<file path="src/rtl/inst_fetch.sv">
// inst_fetch -- instruction fetch unit with a small decoupling buffer.
//
// Issues one instruction-memory request at a time for the address supplied by
// the program counter, pushes each returned word (with its address) into a
// FIFO that feeds decode, and pulses `step` so the PC advances by 4. A flush
// empties the FIFO immediately. A request that is already in flight when the
// flush arrives is completed on the memory side, and its data is discarded.
//
// Configuration macro:
//   IF_PREFETCH_BUF_EN  defined   -> DEPTH=2 (one instruction can wait for
//                                    decode while the next fetch is in flight)
//                       undefined -> DEPTH=1 (single instruction register)
//
// Ports:
//   clk, rst           clock, asynchronous active-high reset
//   inst_addr   [31:0] fetch address from the program counter
//   flush              redirect: drop buffered and in-flight instructions
//   step               one-cycle pulse: advance the PC by 4
//   imem_req           memory request, held until imem_ack
//   imem_addr   [31:0] request address
//   imem_ack           memory returns imem_rdata this cycle
//   imem_rdata  [31:0] returned instruction word
//   id_ready           decode takes the head instruction this cycle
//   inst_valid         head instruction valid
//   inst        [31:0] head instruction word (NOP when the buffer is empty)
//   inst_pc     [31:0] head instruction address (0 when the buffer is empty)
module inst_fetch (
  input  logic        clk,
  input  logic        rst,
  input  logic [31:0] inst_addr,
  input  logic        flush,
  output logic        step,
  output logic        imem_req,
  output logic [31:0] imem_addr,
  input  logic        imem_ack,
  input  logic [31:0] imem_rdata,
  input  logic        id_ready,
  output logic        inst_valid,
  output logic [31:0] inst,
  output logic [31:0] inst_pc
);

`ifdef IF_PREFETCH_BUF_EN
  localparam int DEPTH = 2;
`else
  localparam int DEPTH = 1;
`endif
  localparam int PTR_W = (DEPTH > 1) ? $clog2(DEPTH) : 1;
  localparam int CNT_W = $clog2(DEPTH + 1);
  // Storage is rounded up to a power of two so the pointer index always fits.
  localparam int SLOTS = 1 << PTR_W;
  localparam logic [31:0] NOP = 32'h00000013;

  typedef enum logic [1:0] {
    IDLE,
    REQ,
    DRAIN
  } state_t;

  state_t           state_q, state_d;
  logic [31:0]      addr_q, addr_d;
  logic [PTR_W-1:0] wr_ptr_q, wr_ptr_d;
  logic [PTR_W-1:0] rd_ptr_q, rd_ptr_d;
  logic [CNT_W-1:0] count_q, count_d;
  logic [31:0]      fifo_inst_q [SLOTS];
  logic [31:0]      fifo_pc_q   [SLOTS];
  logic             push;
  logic             pop;
  logic             not_full;

  function automatic logic [PTR_W-1:0] ptr_inc(input logic [PTR_W-1:0] p);
    if (p == PTR_W'(DEPTH - 1)) begin
      return '0;
    end
    return p + 1'b1;
  endfunction

  assign not_full   = (count_q < CNT_W'(DEPTH));
  assign inst_valid = (count_q != '0);
  assign pop        = inst_valid && id_ready && !flush;
  assign imem_addr  = addr_q;
  assign inst       = inst_valid ? fifo_inst_q[rd_ptr_q] : NOP;
  assign inst_pc    = inst_valid ? fifo_pc_q[rd_ptr_q] : 32'h0;

  // Fetch FSM: next state, request and step generation
  always_comb begin
    state_d  = state_q;
    addr_d   = addr_q;
    imem_req = 1'b0;
    step     = 1'b0;
    push     = 1'b0;
    unique case (state_q)
      IDLE: begin
        // Requests only issue with a free slot, so a push can never overflow.
        if (!flush && not_full) begin
          state_d = REQ;
          addr_d  = inst_addr;
        end
      end
      REQ: begin
        imem_req = 1'b1;
        if (imem_ack) begin
          state_d = IDLE;
          if (!flush) begin
            push = 1'b1;
            step = 1'b1;
          end
        end else if (flush) begin
          // The memory still owes us a response; absorb it in DRAIN.
          state_d = DRAIN;
        end
      end
      DRAIN: begin
        imem_req = 1'b1;
        if (imem_ack) begin
          state_d = IDLE;
        end
      end
      default: state_d = IDLE;
    endcase
  end

  // Buffer bookkeeping: flush wins over any push/pop in the same cycle
  always_comb begin
    wr_ptr_d = wr_ptr_q;
    rd_ptr_d = rd_ptr_q;
    count_d  = count_q;
    if (flush) begin
      wr_ptr_d = '0;
      rd_ptr_d = '0;
      count_d  = '0;
    end else begin
      if (push) begin
        wr_ptr_d = ptr_inc(wr_ptr_q);
      end
      if (pop) begin
        rd_ptr_d = ptr_inc(rd_ptr_q);
      end
      count_d = count_q + CNT_W'(push) - CNT_W'(pop);
    end
  end

  // Control registers
  always_ff @(posedge clk or posedge rst) begin
    if (rst) begin
      state_q  <= IDLE;
      addr_q   <= '0;
      wr_ptr_q <= '0;
      rd_ptr_q <= '0;
      count_q  <= '0;
    end else begin
      state_q  <= state_d;
      addr_q   <= addr_d;
      wr_ptr_q <= wr_ptr_d;
      rd_ptr_q <= rd_ptr_d;
      count_q  <= count_d;
    end
  end

  // Buffer storage; contents are qualified by count_q, so no reset is needed
  always_ff @(posedge clk) begin
    if (push) begin
      fifo_inst_q[wr_ptr_q] <= imem_rdata;
      fifo_pc_q[wr_ptr_q]   <= addr_q;
    end
  end

endmodule

</file>
<file path="config.mk">
export PLATFORM = sky130hd
export DESIGN_NAME = inst_fetch
export DESIGN_NICKNAME = d
export VERILOG_FILES = /design/src/rtl/inst_fetch.sv
export SDC_FILE = /design/constraint.sdc
export NUM_CORES = 1
export LEC_CHECK = 0
export BUFFER_PORTS_ARGS = -buffer_cell sky130_fd_sc_hd__buf_4
export CORE_MARGIN = 4
export CORE_UTILIZATION = 43
export DETAILED_ROUTE_END_ITERATION = 16
export HOLD_SLACK_MARGIN = 0.1
export PLACE_DENSITY = 0.87
export SYNTH_ARGS = -nofsm -noshare
export SYNTH_HDL_FRONTEND = slang
export SYNTH_SLANG_ARGS = --single-unit
</file>
<file path="constraint.sdc">
create_clock -name clk -period 4.2 [get_ports clk]
set_input_delay 0.84 -clock clk [delete_from_list [all_inputs] [get_ports clk]]
set_output_delay 0.84 -clock clk [all_outputs]
set_load 0.01 [all_outputs]
</file>
==> results of run 1 <==
per-layer routing:
layer	vias up	part of all wire, %	GRT usage (%)
li1	1131	-	-
met1	1160	38	17.3
met2	102	51	26.8
met3	13	9.5	4.49
met4	0	1.8	6.27
met5	-	0	0
synthesized netlist by cell type:
| cell type | n | area (sq um) |
|---|---|---|
| a21oi_1 | 1 | 5.00 |
| a221oi_1 | 1 | 8.76 |
| a32o_1 | 1 | 10.0 |
| and2_1 | 61 | 382 |
| and2_4 | 1 | 8.76 |
| buf_12 | 3 | 60.1 |
| buf_6 | 1 | 11.3 |
| clkbuf_1 | 7 | 26.3 |
| dfrtp_1 | 35 | 876 |
| edfxtp_1 | 64 | 1920 |
| ha_1 | 3 | 37.5 |
| inv_1 | 4 | 15.0 |
| mux2_2 | 2 | 22.5 |
| mux2_4 | 30 | 450 |
| nand2_1 | 1 | 3.75 |
| nand2b_1 | 4 | 25.0 |
| nor2_1 | 6 | 22.5 |
| nor2_2 | 1 | 6.26 |
| o21ai_0 | 3 | 15.0 |
| xnor2_1 | 1 | 8.76 |
state kept, by name (all words and copies together), names as in the netlist:
register,cells
fifo_pc_q,32
inst_valid,1
state_q,2
imem_addr,32
fifo_inst_q,32
kinds of logic after synthesis:
| group | share of synthesized area [%] |
|---|---|
| mux | 12.1 |
| xor+xnor | 0.224 |
| compound gates | 0.990 |
| simple gates | 11.4 |
| flops | 71.4 |
| fa+ha+maj | 0.959 |
| buf+inv | 2.88 |
how the worst max path moves through the flow:
stage,to,start
2_1_floorplan,step,imem_ack
5_1_grt,inst_pc[0],inst_valid$_DFF_PP0_
3_5_place_dp,fifo_inst_q[0][13]$_DFFE_PP_,imem_ack
4_1_cts,inst_pc[4],inst_valid$_DFF_PP0_
3_3_place_gp,fifo_inst_q[0][29]$_DFFE_PP_,imem_ack
6_report,inst_pc[4],inst_valid$_DFF_PP0_
critical path, stage by stage (launching register included):
cell and delay, ps:
dfrtp_2 940, and2_1 250, buf_4 130
per-stage QoR:
| step | hold WS (ps) | cell area [sq um] | util, % | std cells | setup slack [ps] |
|---|---|---|---|---|---|
| after floorplan | 491 | 3920 | - | 230 | 719 |
| after global placement | 459 | 5230 | 59.4 | 496 | 2000 |
| after detailed placement | 470 | 5230 | 59.4 | 496 | 1940 |
| after CTS | 493 | 5450 | 61.9 | 512 | 1600 |
| after global routing | 500 | 5450 | 61.9 | 512 | 1520 |
| final | 487 | 5450 | 61.9 | 512 | 1660 |
where the power goes:
part	total, uW	internal (uW)	leakage (uW)	switching, uW
Sequential	1540	1350	0.000997	197
Combinational	1100	652	0.00133	450
Clock	656	340	0.000104	316
layout by cell type, fill, tap and decap left out, types with 2 or more instances in the layout:
cell       netlist  routed
o21ai_0          3       3
nand2b_1         4       4
ha_1             3       3
buf_4            0     169
edfxtp_1        64      64
inv_1            4       4
and2_1          61      61
dfrtp_1         35      34
mux2_2           2       2
bufinv_16        0       2
mux2_4          30      30
nor2_1           6       5
clkbuf_1         7       2
clkbuf_8         0       9
area by class of cell:
cell class | instances | area [sq um]
inverters | 4 | 15.0
fillers | 689 | 3360
well taps | 108 | 135
clock inverters | 5 | 85.1
repair buffers | 169 | 1270
flip-flops and latches | 99 | 2800
multi-input cells | 116 | 1010
clock buffers | 11 | 131
==> flow_summary.yaml, run 1 <==
global_routing:
  antenna_found_initial: 0
  grt.overflow.total: 0
  grt_pass1_wl_mm: 12.3
  grt_max_degree: 69
  track_usage_pct: 15.2
  first_global_vias: 2400
placement:
  portBuffers: 167
  detailed_place_hpwl_mm: 6.14
  routabilityCongestion: 0.813
setup_path:
  endpoint_kind: "output port"
  cp.required_ps: 3360
  critical_path_class: "flip-flop to output port"
  startpoint_type: "flip-flop"
  worstPathArrival_ps: 1700
  crit_fanout: 68
  r2r-end: "imem_addr[21]$_DFFE_PP0P_"
  r2r-start: "inst_valid$_DFF_PP0_"
  r2r_setup_slack_ps: 2140
  r2r_cells: 3
clocking:
  numCtsBuffers: 9
  cts_tree: "done"
  cts_setup_buffers: 0
  path_clk_slew_ps: 80
  clk_latency_ps: 350
  cts_root_buf: "clkbuf_8"
  cts_resized: 0
  clock_path_buffers: 2
  holdBufCountCts: 0
  cts_sinks: 99
  htreeDepth: 3
timing:
  maxSlewViolCount: 0
  fin_skew_ps: 13.9
  post-route-min-period_ps: 2540
  clock.fmax_mhz: 394
  setup_tns_ps: 0
  period_share_pct: 60.4
  setup_viol: 0
  worst_slew_pin_slew_ps: 900
  timing.slew.headroom_pct: 40.0
  hold_violations: 0
  rsz0062_at_grt: "no"
die:
  die_x_um: 103
  fp.coreArea_sq_um: 8810
  fp.dieArea_sq_um: 10700
  fp-row-count: 34
  initial_core_util_pct: 44.5
  pin_count: 168
  die-height_um: 103
power:
  power_uw: 3300
  powerDensity_nw_per_um2: 606
  leakage_uw: 0.00244
  peakVddDrop_uv: 489
cells_and_area:
  diodes: 0
  nets: 471
  drive_gt1_share_pct: 54.2
  syn_to_final_growth_pct: 39.1
hold_path:
  whs_path_depth: 0
  hold_class: "flip-flop to flip-flop"
  hold_start: "imem_addr[21]$_DFFE_PP0P_"
  whs_endpoint: "fifo_pc_q[0][21]$_DFFE_PP_"
detailed_routing:
  ant_nets: 0
  first_iter_violations: 75
  routed_wl_mm: 8.60
  vias: 2406
  dr.pass1.iters: 4
  routedWlPerCell_um: 16.8
  via_per_inst: 4.70
  drc_errors: 0
run:
  maxCapViolations: 0
logic_synthesis:
  synth_warnings: 0
  syn_area_per_cell_sq_um: 17.0
  synthCells: 230
  syn-cell-area_sq_um: 3920
  ys_seq_area_share_pct: 71.4
  synth_fp_nets: 302
  synth_cell_types: 20
  synth-seq-cells: 99
run_status:
  status: "finished clean"
No activity file was read; power rests on OpenSTA's default activity.
==> run 2, diff against run 1 <==
Clock period 4.2 ns to 2.1 ns, I/O delays scaled along.
==> run 2 against run 1 <==
- wire length fell by 0.21%
- hold slack worse by 320 ps
- cell count rose by 0.98%
- worst setup slack got worse by 1500 ps
- critical path depth is 3 higher
==> flow_summary.yaml, run 2 (synthesized netlist as in run 1, its figures left out) <==
setup_path:
  cp_top_family: "flip-flops"
  crit_fanout: 3
  critical_path_class: "flip-flop to output port"
  endpoint_kind: "output port"
  cp.required_ps: 1680
  startpoint_type: "flip-flop"
  cp.buffers_inverters: 2
  max_stage_delay_ps: 420
  worstPathArrival_ps: 1490
  path_cells: "inv_1 -> ha_2 -> nand2_2 -> nor2_4 -> buf_4"
  slowest_stage: "dfrtp_1"
placement:
  portBuffers: 167
  detailed_place_hpwl_mm: 6.43
  pre_cts_ws_ps: 423
  dpl_cell_area_sq_um: 5310
  routabilityCongestion: 0.751
cells_and_area:
  regArea_sq_um: 2800
  layout_commonest_cell: "buf_4"
  diodes: 0
  nets: 476
  final_cell_area_sq_um: 5510
  syn_to_final_growth_pct: 40.6
  multi_input_area_sq_um: 1020
  mostFrequentLayoutCells: "buf_4 (171), edfxtp_1 (64), and2_1 (61)"
  drive_gt1_share_pct: 55.7
  fill_cells: 680
clocking:
  clock_path_buffers: 2
  path_clk_slew_ps: 110
  cts_setup_buffers: 0
  clk_latency_ps: 350
  htreeDepth: 3
  cts_resized: 0
  cts_root_buf: "clkbuf_8"
  numCtsBuffers: 9
  cts_tree: "done"
  holdBufCountCts: 0
  cts_sinks: 99
global_routing:
  grt_pass1_wl_mm: 12.8
  antenna_found_initial: 0
  grt_max_degree: 54
  first_global_vias: 2455
  track_usage_pct: 15.7
  grt.overflow.total: 0
detailed_routing:
  first_iter_violations: 56
  routedWlPerCell_um: 16.6
  routed_wl_mm: 8.58
  dr.pass1.iters: 4
  drc_errors: 0
  ant_nets: 0
  vias: 2438
  via_per_inst: 4.72
timing:
  setup_ws_ps: 185
  setup_tns_ps: 0
  post-route-min-period_ps: 1910
  rsz0062_at_grt: "no"
  maxSlewViolCount: 0
  hold_violations: 0
  period_share_pct: 91.2
  timing.slew.headroom_pct: 70.4
  clock.fmax_mhz: 522
  setup_viol: 0
  fin_skew_ps: 13.5
  worst_slew_pin_slew_ps: 443
power:
  comb_power_share_pct: 35.8
  p_int_uw: 4560
  switching_power_uw: 1980
  leakage_uw: 0.00247
  p_clk_share_pct: 17.8
  powerDensity_nw_per_um2: 1190
  power_uw: 6540
  sequentialPowerShare_pct: 46.4
  switching_share_pct: 30.3
  peakVddDrop_uv: 698
run_status:
  status: "finished clean"
die:
  die-height_um: 103
  die_x_um: 103
  fp-row-count: 34
  pin_count: 168
  fp.coreArea_sq_um: 8810
  initial_core_util_pct: 44.5
  fp.dieArea_sq_um: 10700
run:
  maxCapViolations: 0
hold_path:
  hold_class: "input port to asynchronous set/reset pin"
[run 2: cell types whose count changed in the layout (fill, tap and decap cells not counted), sizes merged]
cell / before / now
buf: 169 / 174
clkinv: 1 / 4
bufinv: 2 / 0
clkbuf: 11 / 10
clkinvlp: 1 / 0
inv: 5 / 6
[run 2: path summary, 6_finish.rpt]
| check | start | endpoint | slack [ps] | cells past startpoint |
|---|---|---|---|---|
| min in group clk | imem_rdata[16] | fifo_inst_q[0][16]$_DFFE_PP_ | 240 | 1 |
| worst min register to register | imem_addr[24]$_DFFE_PP0P_ | fifo_pc_q[0][24]$_DFFE_PP_ | 500 | 0 |
| worst max-delay path | state_q[1]$_DFFE_PP0P_ | step | 190 | 5 |
| worst max register to register | state_q[1]$_DFFE_PP0P_ | imem_addr[18]$_DFFE_PP0P_ | 400 | 5 |
| worst min-delay path | rst | imem_addr[27]$_DFFE_PP0P_ | 170 | 3 |
| max in group asynchronous | rst | inst_valid$_DFF_PP0_ | 1590 | 3 |
[run 2: routing by layer]
metal	track usage, %	part of all wire [%]	wire length, um
met1	19.5	39	3390
met2	27.1	51	4360
met3	4.02	8.6	738
met4	4.78	1.1	96
met5	0	0	0
[run 2: through the flow]
step	util [%]	hold slack [ps]	std cells
after floorplan	-	486	230
after global placement	60.3	468	501
after detailed placement	60.3	472	501
after CTS	62.5	169	517
after global routing	62.5	182	517
final	62.5	170	517
[run 2: power groups by stage]
stage | Clock [uW] | Combinational (uW) | Sequential [uW]
after floorplan | 0 | 1210 | 3120
after global placement | 0 | 2310 | 3060
after detailed placement | 0 | 2380 | 3080
after CTS | 1200 | 2390 | 3040
after global routing | 1290 | 2520 | 3100
final | 1160 | 2340 | 3030
[run 2: cell type report]
| type | instances | area share (%) |
|---|---|---|
| clock inverters | 6 | 1.05 |
| inverters | 4 | 0.273 |
| repair buffers | 174 | 24.4 |
| multi-input cells | 116 | 18.5 |
| flip-flops and latches | 99 | 50.8 |
| clock buffers | 10 | 2.50 |
| well taps | 108 | 2.45 |
[run 2: worst register-to-register path, delay by kind of cell, from the launching register on]
kind                     cells  cell delay, ps
adder cells (fa/ha/maj)      1             220
buffers and inverters        2             310
flip-flops                   1             420
multiplexers                 1             310
AND/OR/NAND/NOR              1             340
==> run 3, diff against run 2 <==
Settings changed: CORE_UTILIZATION 43 to 44, CTS_BUF_LIST set to sky130_fd_sc_hd__clkbuf_8, PLACE_DENSITY 0.87 to 0.89.
==> run 3 against run 2 <==
- sequential cell count unchanged
- total power decreased by 0.29%
- highest routed layer unchanged
- design area is 0.41% lower
==> flow_summary.yaml, run 3 (synthesized netlist as in run 1, its figures left out) <==
power:
  peakVddDrop_uv: 783
  powerDensity_nw_per_um2: 1190
  leakage_uw: 0.00246
run_status:
  status: "finished clean"
setup_path:
  worstPathArrival_ps: 1460
  startpoint_type: "flip-flop"
  critical_path_class: "flip-flop to output port"
  endpoint_kind: "output port"
  cp.required_ps: 1680
  crit_fanout: 3
timing:
  fin_hold_ws_ps: 192
  rsz0062_at_grt: "no"
  hold_violations: 0
  clock.fmax_mhz: 532
  setup_ws_ps: 221
  fin_skew_ps: 9.78
  period_share_pct: 89.5
  maxSlewViolCount: 0
  worst_slew_pin_slew_ps: 450
  post-route-min-period_ps: 1880
  setup_tns_ps: 0
  setup_viol: 0
  timing.slew.headroom_pct: 70.0
placement:
  dpl_cell_area_sq_um: 5290
  routabilityCongestion: 0.771
  portBuffers: 167
  pre_cts_ws_ps: 406
  detailed_place_hpwl_mm: 6.51
global_routing:
  grt_pass1_wl_mm: 12.6
  first_global_vias: 2485
  grt_max_degree: 36
  antenna_found_initial: 0
  track_usage_pct: 15.9
  grt.overflow.total: 0
cells_and_area:
  diodes: 0
  final_cell_area_sq_um: 5480
  drive_gt1_share_pct: 55.1
  mostFrequentLayoutCells: "buf_4 (171), edfxtp_1 (64), and2_1 (61)"
  layout_commonest_cell: "buf_4"
  syn_to_final_growth_pct: 40.0
  nets: 475
  final_core_util_pct: 63.2
  fill_cells: 652
detailed_routing:
  drc_errors: 0
  routed_wl_mm: 8.49
  routedWlPerCell_um: 16.5
  ant_nets: 0
  first_iter_violations: 48
  vias: 2454
  via_per_inst: 4.76
  dr.pass1.iters: 4
clocking:
  path_clk_slew_ps: 90
  cts_sinks: 99
  cts_root_buf: "clkbuf_8"
  cts_resized: 0
  clock_path_buffers: 2
  numCtsBuffers: 9
  clk_latency_ps: 350
  cts_setup_buffers: 0
  holdBufCountCts: 0
  htreeDepth: 3
  cts_tree: "done"
die:
  initial_core_util_pct: 45.1
  fp.coreArea_sq_um: 8680
  die_x_um: 102
  pin_count: 168
  fp-row-count: 34
  die-height_um: 102
  fp.dieArea_sq_um: 10500
run:
  maxCapViolations: 0
hold_path:
  hold_class: "input port to asynchronous set/reset pin"
==> run 3: final timing paths <==
kind | from | endpoint | slack [ps] | depth (start not counted)
max | state_q[1]$_DFFE_PP0P_ | step | 220 | 5
min | rst | state_q[1]$_DFFE_PP0P_ | 190 | 3
max reg2reg | state_q[0]$_DFFE_PP0P_ | imem_addr[12]$_DFFE_PP0P_ | 390 | 5
min reg2reg | imem_addr[26]$_DFFE_PP0P_ | fifo_pc_q[0][26]$_DFFE_PP_ | 490 | 0
max in group asynchronous | rst | inst_valid$_DFF_PP0_ | 1570 | 3
min in group clk | imem_rdata[23] | fifo_inst_q[0][23]$_DFFE_PP_ | 240 | 1
==> run 3: report_power, final <==
part / total (uW) / internal (uW) / switching, uW
logic: 2310 / 1350 / 958
registers: 3030 / 2690 / 336
clock network: 1180 / 549 / 632
total: 6520 / 4590 / 1930
==> run 3: layout make-up <==
type / count / area, sq um / share of cell area (%)
Clock buffer: 9 / 124 / 2.26
Clock inverter: 7 / 68.8 / 1.25
Inverter: 4 / 15.0 / 0.274
Multi-Input combinational cell: 116 / 1020 / 18.6
Sequential cell: 99 / 2800 / 51.0
Tap cell: 108 / 135 / 2.46
Timing Repair Buffer: 173 / 1320 / 24.1
==> run 3: critical path, cell delays in order (launching register included) <==
cell and delay [ps]:
dfrtp_1 410, inv_1 90, ha_2 200, nand2_2 80
nor2_4 170, buf_4 160
==> run 3: per-stage QoR <==
step / power [uW] / std cells
finish: 6520 / 516
detailed placement: 5420 / 500
global placement: 5310 / 500
CTS: 6600 / 516
floorplan: 4330 / 230
global route: 6850 / 516
==> run 3: routing by layer <==
layer	routed length [um]	vias up	track usage, %
met5	0	-	0
met4	135	0	4.84
met3	801	12	5.67
met2	4440	99	28.3
met1	3120	1202	18.0
li1	-	1141	-
